**config.mk**
```make
export PLATFORM = sky130hd
export DESIGN_NAME = multicycle_control_unit
export DESIGN_NICKNAME = d
export VERILOG_FILES = /design/src/rtl/multicycle_control_unit.sv
export SDC_FILE = /design/constraint.sdc
export NUM_CORES = 1
export LEC_CHECK = 0
export ABC_AREA = 1
export CAP_MARGIN = 5
export CORE_ASPECT_RATIO = 0.7
export CORE_MARGIN = 2
export CORE_UTILIZATION = 42
export CTS_CLUSTER_DIAMETER = 150
export DETAILED_ROUTE_END_ITERATION = 16
export PLACE_DENSITY = 0.9
export RECOVER_POWER = 50
export SYNTH_ARGS = -nofsm -noshare
export SYNTH_HDL_FRONTEND = slang
export SYNTH_SLANG_ARGS = --single-unit
```
**constraint.sdc**
```tcl
create_clock -name clk -period 1.8 [get_ports clk]
set_input_delay 0.36 -clock clk [delete_from_list [all_inputs] [get_ports clk]]
set_output_delay 0.36 -clock clk [all_outputs]
set_load 0.02 [all_outputs]
```
**src/rtl/multicycle_control_unit.sv**
```systemverilog
// Multi-cycle control FSM for the simple processor: fetch, register moves and
// three-step ALU operations over the shared bus, plus a retired-instruction counter.
module multicycle_control_unit #(
    parameter int NUM_REGS = 8,
    parameter int INSTR_W  = 16,
    parameter int COUNT_W  = 16,
    localparam int RW      = $clog2(NUM_REGS),
    localparam int MW      = $clog2(NUM_REGS + 2)
) (
    input  logic                clk,
    input  logic                reset,
    input  logic                run,
    input  logic [INSTR_W-1:0]  instruction,
    output logic                en_inst,
    output logic [NUM_REGS-1:0] reg_en,
    output logic [MW-1:0]       mux_sel,
    output logic                en_a,
    output logic                en_g,
    output logic [3:0]          alu_sel,
    output logic                done,
    output logic                illegal,
    output logic [COUNT_W-1:0]  instr_count
);

    typedef enum logic [1:0] {
        IDLE = 2'd0,
        T1   = 2'd1,
        T2   = 2'd2,
        T3   = 2'd3
    } state_t;

    typedef enum logic [3:0] {
        OP_MV  = 4'd0,
        OP_MVI = 4'd1,
        OP_ADD = 4'd2,
        OP_SUB = 4'd3,
        OP_AND = 4'd4,
        OP_OR  = 4'd5,
        OP_XOR = 4'd6
    } opcode_t;

    state_t        state;
    state_t        state_next;
    logic [3:0]    opcode;
    logic [RW-1:0] rx;
    logic [RW-1:0] ry;
    logic          is_alu_op;

    assign opcode    = instruction[INSTR_W-1 -: 4];
    assign rx        = instruction[INSTR_W-5 -: RW];
    assign ry        = instruction[INSTR_W-5-RW -: RW];
    assign is_alu_op = (opcode >= OP_ADD) && (opcode <= OP_XOR);

    // Bits below Ry carry no meaning for the control unit.
    generate
        if (INSTR_W > 4 + 2 * RW) begin : g_spare_bits
            logic unused_low_bits;
            assign unused_low_bits = ^instruction[INSTR_W-5-2*RW:0];
        end
    endgenerate

    // Outputs decode straight from state so an asynchronous reset drops every
    // enable in the same cycle, before any partial write can complete.
    always_comb begin
        // NOTE: every output gets a default first; otherwise paths that skip an
        // assignment would infer latches.
        state_next = state;
        en_inst    = 1'b0;
        reg_en     = '0;
        mux_sel    = '0;
        en_a       = 1'b0;
        en_g       = 1'b0;
        alu_sel    = 4'd0;
        done       = 1'b0;
        illegal    = 1'b0;

        case (state)
            IDLE: begin
                if (run) begin
                    en_inst    = 1'b1;
                    state_next = T1;
                end
            end
            T1: begin
                if (opcode == OP_MV) begin
                    mux_sel    = MW'(ry);
                    reg_en[rx] = 1'b1;
                    done       = 1'b1;
                    state_next = IDLE;
                end else if (opcode == OP_MVI) begin
                    mux_sel    = MW'(NUM_REGS + 1);
                    reg_en[rx] = 1'b1;
                    done       = 1'b1;
                    state_next = IDLE;
                end else if (is_alu_op) begin
                    mux_sel    = MW'(rx);
                    en_a       = 1'b1;
                    state_next = T2;
                end else begin
                    illegal    = 1'b1;
                    done       = 1'b1;
                    state_next = IDLE;
                end
            end
            T2: begin
                mux_sel    = MW'(ry);
                alu_sel    = opcode;
                en_g       = 1'b1;
                state_next = T3;
            end
            T3: begin
                mux_sel    = MW'(NUM_REGS);
                reg_en[rx] = 1'b1;
                done       = 1'b1;
                state_next = IDLE;
            end
            default: state_next = IDLE;
        endcase
    end

    // The counter wraps naturally at its width.
    always_ff @(posedge clk or posedge reset) begin
        if (reset) begin
            // NOTE: sequential state uses non-blocking assignments only.
            state       <= IDLE;
            instr_count <= '0;
        end else begin
            state <= state_next;
            if (done) begin
                instr_count <= instr_count + 1'b1;
            end
        end
    end

endmodule

```
Word level (Yosys, flattened, before mapping)
Index checks and enable logic that the tools add are counted.
{ "classes": {"addsub": 1, "n_lt_le_gt_ge": 4, "eq_ne": 5, "mux": 29, "n_reduce_logical": 4} }
{ "ops": {"columns": ["operator", "n"], "rows": [
  ["16-bit by 1-bit adder with 16-bit output (second input constant)", 1],
  ["8-bit 2-to-1 mux", 2],
  ["8-bit one-hot mux with 2 select lines", 1],
  ["1-bit 2-to-1 mux", 14],
  ["4-bit 2-to-1 mux", 3],
  ["4-bit one-hot mux with 3 select lines", 1],
  ["2-bit 2-to-1 mux", 4],
  ["2-bit one-hot mux with 4 select lines", 1],
  ["2-bit == test (second input constant)", 2],
  ["4-bit by 1-bit == test with 1-bit output (second input constant)", 1],
  ["4-bit by 2-bit greater-or-equal comparator with 1-bit output (second input constant)", 1],
  ["4-bit by 3-bit less-or-equal comparator with 1-bit output (second input constant)", 1],
  ["4-bit zero test", 1],
  ["3-bit by 4-bit less-than comparator with 1-bit output (second input constant)", 1],
  ["1-bit demux with 3-bit select", 1],
  ["3-bit by 1-bit greater-or-equal comparator with 1-bit output (second input constant)", 1],
  ["3-bit 2-to-1 mux", 1],
  ["2-bit by 1-bit == test with 1-bit output (second input constant)", 1],
  ["1-bit logical AND", 2],
  ["2-bit zero test", 1],
  ["2-bit != test (second input constant)", 1],
  ["1-bit one-hot mux with 2 select lines", 1]
]} }
{ "word_totals": {"regBits": 18, "in_bits": 19, "output_inout_bits": 37, "wordCells": 45} }

Logic depth before layout (Yosys ltp)
Gate-level depths: netlist of the first run.
{ "depth": {"word_depth": 7, "mapped_depth": 9, "mapped_depth_nobuf": 8} }

Least setup slack after synthesis of the first run
OpenSTA, ideal clock, no wires.
{ "synth_path": {"path_type": "register -> output", "startpoint": "register state[0]", "endpoint": "output port mux_sel[0]", "t_arrival_ps": 1529, "required_ps": 1440, "slack_ps": -89, "stages_incl_launch_ff": 4, "n_path_buf": 0, "cell_sequence": "dfrtp_1 > nor2_1 > inv_1 > o21ai_0"} }
{ "synth_between": {"elab_chain_len": 2, "elab_cells_between_ends": 4, "cone_classes": "eq/ne (3); mux (1)"} }
{ "synth_lines": {"columns": ["element", "line_no", "source"], "rows": [
  ["start: declaration", "42", "state_t state;"],
  ["start signal: assignment", "128", "state <= state_next;"],
  ["2-bit == test or 2-bit by 1-bit == test with 1-bit output (tied branches)", "77", "case (state)"],
  ["4-bit one-hot mux with 3 select lines *", "77", null],
  ["end: declaration", "16", "output logic [MW-1:0] mux_sel,"]
]} }
Mark *: on every way between the ends. The rest lies on a longest branch, timed or not.

==> results.yml, run 1 <==
yosys:
  syn_inst: 184
  ys_seq_area_share_pct: 35.3
  synth_area_leaders: "dfrtp_1 35%, nand2_1 19%, nor2_1 7.6%, inv_1 6.8%, nand3_1 5.5%"
  synth_top_area_cell: "dfrtp_1"
  synthDistinctLibCells: 26
  synth_top_area_share_pct: 35.3
  synth_nets: 204
  postSynthAreaPerCell_um2: 6.94
  yosys_warnings: 0
  synth_area_um2: 1280
  ys_ff_latch: 18
detailed_routing:
  wl_per_cell_um: 11.9
  vias: 1390
  wl_mm: 3.44
  postRouteAntennaNets: 0
  first_iter_violations: 60
  dr.pass1.iters: 4
  vias_per_cell: 4.81
  drcViolationCount: 0
pwr:
  internal_power_mw: 1.18
  p_sw_mw: 0.940
  p_clk_share_pct: 15.8
  combPwrFrac_pct: 56.5
  power.leakage_nw: 0.972
  p_sw_share_pct: 44.3
  seqPwrFrac_pct: 27.7
  ir_drop_mv: 0.853
  finalPower_mw: 2.12
  power.density_nw_per_um2: 1100
floorplanning:
  core_area_um2: 2840
  rows: 16
  dieWidth_um: 69.9
  fp.dieArea_um2: 3500
  boundaryPins: 56
  die_y_um: 50.1
  initial_core_util_pct: 44.9
clock_network:
  numCtsBuffers: 3
  clock_path_buffers: 2
  clk_latency_ns: 0.26
  clk_pin_slew_ns: 0.07
  htree_levels: 1
  clock-sinks: 18
  clockRootBuffer: "clkbuf_8"
  cts_tree: "yes"
timing:
  period_share_pct: 97.8
  relSlewSlack_pct: 33.2
  rsz0062_at_grt: "yes"
  fmax_mhz: 568
  fin_crit_ns: 1.76
  fin_hold_ws_ns: 0.498
  worstMarginPinSlew_ns: 1.00
  hold_violations: 0
  final_max_slew_viol_count: 0
  finClkSkew_ns: 0.00430
  final-setup-viol-count: 0
global_route:
  grt-ovfl-total: 0
  grt_max_degree: 27
  grt_pass1_wl_mm: 5.49
  grt_pass1_vias: 1216
  antenna_found_initial: 0
  grt_use_total_pct: 19.6
cells_and_area:
  insertedDiodeCount: 0
  final_cell_mix: "61 x nand2_1, 24 x nor2_1, 23 x buf_4"
  area_growth_pct: 51.3
  num-fill-cells: 228
  final_common_cell: "nand2_1"
  drive_above_1_share_pct: 25.3
  final_util_pct: 67.9
  layout.nets: 274
worst_setup_path:
  worstPathArrival_ns: 1.40
  required_ns: 1.44
  setup.worst_path.start_class: "flop"
  worstPathMaxFanout: 3
  cp-end-kind: "output pin"
  path_class: "flop to output pin"
worst_hold_path:
  holdCritPathClass: "flop to flop"
placed_design:
  port_buffers: 49
  place_congestion: 0.776
  dpl.hpwl_mm: 2.58
job:
  drv_cap: 0
status:
  outcome: "completed"
-- final cells by class --
| class | instances | area [um2] | area share, % |
|---|---|---|---|
| Multi-Input combinational cell | 139 | 724 | 37.5 |
| Timing Repair Buffer | 67 | 561 | 29.0 |
| Sequential cell | 18 | 452 | 23.4 |
| Inverter | 25 | 93.8 | 4.86 |
| Clock buffer | 4 | 55.1 | 2.85 |
| Tap cell | 36 | 45.0 | 2.33 |
-- repair_timing --
action / CTS / global route
pin swaps: 4 / 3
setup buffers: 2 / 2
endpoints found under the setup margin: 21 / 16
hold buffers: 0 / 0
resized for setup: 77 / 25
-- worst paths after layout --
kind | from | cells after the start | endpoint | slack [ns]
setup / recovery | flop | 7 | mux_sel[2] | 0.04
hold / removal | instr_count[15] | 2 | instr_count[15] | 0.50
setup reg to reg | instr_count[0] | 8 | instr_count[14] | 0.21
hold reg to reg | instr_count[15] | 2 | instr_count[15] | 0.50
max in group asynchronous | reset | 3 | state[0] | 0.30
min in group asynchronous | reset | 3 | instr_count[1] | 0.83
-- logic make-up after synthesis --
family | after synthesis | synth area share [%]
fa+ha+maj | 1 | 0.980
compound gates | 10 | 4.21
flops | 18 | 35.3
simple gates | 123 | 45.4
buf+inv | 27 | 10.1
xor+xnor | 5 | 4.02
-- per-layer routing --
layer,track usage (%),vias up,part of all wire (%)
met4,1.92,0,0.52
met1,27.5,643,47
li1,-,706,-
met5,0,-,0
met2,31.3,37,48
met3,5.32,4,5.1
-- registers in the layout, indices dropped and copies added, names as in the netlist, named ones only --
name         cells
state            1
instr_count     16
-- power by group through the flow --
| stage | logic, mW | registers, mW | clock network [mW] |
|---|---|---|---|
| floorplan | 0.626 | 0.648 | 0 |
| global placement | 1.13 | 0.585 | 0 |
| detailed placement | 1.15 | 0.590 | 0 |
| CTS | 1.10 | 0.585 | 0.342 |
| global route | 1.29 | 0.601 | 0.356 |
| finish | 1.20 | 0.588 | 0.336 |
-- cell usage after synthesis --
master / n
nand3b_2: 1
nor2_4: 1
buf_12: 1
xor2_1: 2
nand3b_1: 5
xor2_2: 1
buf_8: 1
o21ai_2: 1
nor2_1: 26
nand2_1: 63
nand2_4: 3
o21ai_1: 1
nand3_1: 14
ha_1: 1
nand3_2: 2
a21oi_1: 3
inv_2: 2
nand4_1: 1
nor3_1: 2
dfrtp_1: 18
xnor2_1: 2
nor2_2: 2
nand2_2: 2
inv_1: 23
nand2_8: 1
o21ai_0: 5
-- metrics by stage --
step | instances | instance area [um2] | TNS (ns) | worst slack [ns]
floorplan | 184 | 1280 | 0 | 0.00620
global placement | 281 | 1880 | -10.48 | -0.577
detailed placement | 281 | 1880 | -12.07 | -0.636
CTS | 287 | 1890 | 0 | 0.00767
global route | 289 | 1930 | -0.0547 | -0.0311
finish | 289 | 1930 | 0 | 0.0397
-- worst max-delay path: stages, from the launching register on --
cell	delay (ns)
dfrtp_1	0.40
buf_6	0.13
nor2_4	0.12
o21ai_4	0.09
nor2_4	0.12
nand2_1	0.05
o21ai_1	0.07
buf_4	0.15
No activity file was read; power rests on OpenSTA's default activity.
==> inputs of run 2 (changes only) <==
==> constraint.sdc (replaced) <==
create_clock -name clk -period 1.8 [get_ports clk]
set_input_delay 0.36 -clock clk [delete_from_list [all_inputs] [get_ports clk]]
set_output_delay 0.36 -clock clk [all_outputs]
set_load 0.05 [all_outputs]
==> run 2 against run 1 <==
Compared with the run above:
- total power grew 49%
- the flow now finishes with violations (setup timing)
- largest power group unchanged
- sequential share of layout area shrank 4.7 points
- clock-buffer cell count is the same
- sequential cell count is the same
- hold slack gained 0.010 ns
- largest cell class is now buffers
- cell area grew 25%
- global-route usage grew 7.6 points
- critical path depth is the same
==> results.yml, run 2 (same netlist as run 1, synthesis figures left out) <==
status:
  outcome: "complete, but fails checks"
  violations: "setup timing"
worst_hold_path:
  hp-start: "instr_count[15]"
  holdCritPathClass: "flop to flop"
cells_and_area:
  final_cell_mix: "61 x nand2_1, 40 x buf_4, 22 x buf_12"
  fin_cells: 299
  regMostFlops: "instr_count"
  drive_above_1_share_pct: 41.8
  reg.largest.list: "instr_count (16), state (1)"
  largest_register_ffs: 16
  insertedDiodeCount: 0
  area_growth_pct: 89.1
  layout.nets: 284
  final_common_cell: "nand2_1"
  fin_area_um2: 2410
  num-fill-cells: 126
detailed_routing:
  wl_per_cell_um: 16.5
  dr.pass1.iters: 5
  first_iter_violations: 198
  wl_mm: 4.93
  drcViolationCount: 0
  postRouteAntennaNets: 0
  vias_per_cell: 5.40
  vias: 1614
clock_network:
  htree_levels: 1
  clock-sinks: 18
  clock_path_buffers: 2
  numCtsBuffers: 3
  hold_buffers: 0
  clockRootBuffer: "clkbuf_8"
  clk_pin_slew_ns: 0.07
  cts_tree: "yes"
  clk_latency_ns: 0.26
worst_setup_path:
  worstPathArrival_ns: 1.52
  required_ns: 1.44
  worstPathMaxFanout: 5
  setup.worst_path.start_class: "flop"
  reg2reg_from: "instr_count[0]"
  crit_start: "state[0]"
  path_class: "flop to output pin"
  cp-end-kind: "output pin"
placed_design:
  dp_slack_ns: -0.250
  dp_cells: 281
  port_buffers: 49
  place_congestion: 0.868
  placed_cell_area_um2: 2100
  dpl.hpwl_mm: 2.98
pwr:
  ir_drop_mv: 1.02
  power.leakage_nw: 1.14
  power.density_nw_per_um2: 1310
global_route:
  grt_use_total_pct: 27.1
  grt_max_degree: 19
  grt_pass1_vias: 1530
  antenna_found_initial: 0
  grt-ovfl-total: 0
  grt_pass1_wl_mm: 7.34
timing:
  final-setup-viol-count: 8
  hold_violations: 0
  finClkSkew_ns: 0.00408
  worstMarginPinSlew_ns: 1.04
  layout_setup_ws_ns: -0.0798
  rsz0062_at_grt: "yes"
  fin_crit_ns: 1.88
  final_max_slew_viol_count: 0
  fmax_mhz: 532
  relSlewSlack_pct: 30.7
  period_share_pct: 104
floorplanning:
  fp.dieArea_um2: 3500
  die_y_um: 50.1
  dieWidth_um: 69.9
  rows: 16
  core_area_um2: 2840
  initial_core_util_pct: 44.9
  boundaryPins: 56
job:
  drv_cap: 0
-- run 2: path summary, 6_finish.rpt --
kind / depth (start not counted) / endpoint / slack [ns]
max: 7 / mux_sel[2] / -0.08
min reg2reg: 2 / instr_count[15] / 0.51
min in group asynchronous: 3 / async pin / 0.85
max in group asynchronous: 3 / state[0] / 0.25
min: 2 / instr_count[15] / 0.51
max reg2reg: 8 / instr_count[14] / 0.06
-- run 2: through the flow --
step	total power, mW	hold slack [ns]	utilization [%]	TNS, ns
CTS	2.95	0.423	82.6	-0.0275
global route	3.29	0.533	84.9	-1.18
detailed placement	2.38	0.496	74.0	-4.26
finish	3.16	0.508	84.9	-0.300
floorplan	1.67	0.299	-	-0.872
global placement	2.34	0.485	74.0	-2.79
-- run 2: where the power goes --
group	internal, mW	switching [mW]
Sequential	0.483	0.127
Clock	0.195	0.144
Combinational	0.928	1.28
Total	1.61	1.55
-- run 2: per-layer routing --
layer / track usage (%) / vias up / part of all wire, %
li1: - / 727 / -
met1: 34.0 / 771 / 40
met2: 46.8 / 98 / 49
met3: 6.75 / 18 / 7.8
met4: 7.37 / 0 / 2.9
met5: 0 / - / 0
-- run 2: final cells by class --
class	instances	area [um2]	share of cell area, %
Tap cell	36	45.0	1.87
Sequential cell	18	452	18.7
Clock buffer	4	55.1	2.28
Inverter	25	105	4.35
Timing Repair Buffer	77	881	36.5
Multi-Input combinational cell	139	876	36.3
-- run 2: what timing repair did --
item | 4_1_cts | 5_1_grt
pin swaps | 10 | 5
hold endpoints to repair | 0 | 0
resized for setup | 39 | 7
endpoints found under the setup margin | 18 | 18
setup buffers | 9 | 5
-- run 2: critical path, cell delays in order (launching register included) --
cell	delay (ns)
dfrtp_2	0.45
inv_1	0.10
nor2_4	0.17
o21ai_4	0.08
nor2_4	0.12
nand2_1	0.08
o21ai_2	0.09
buf_12	0.16
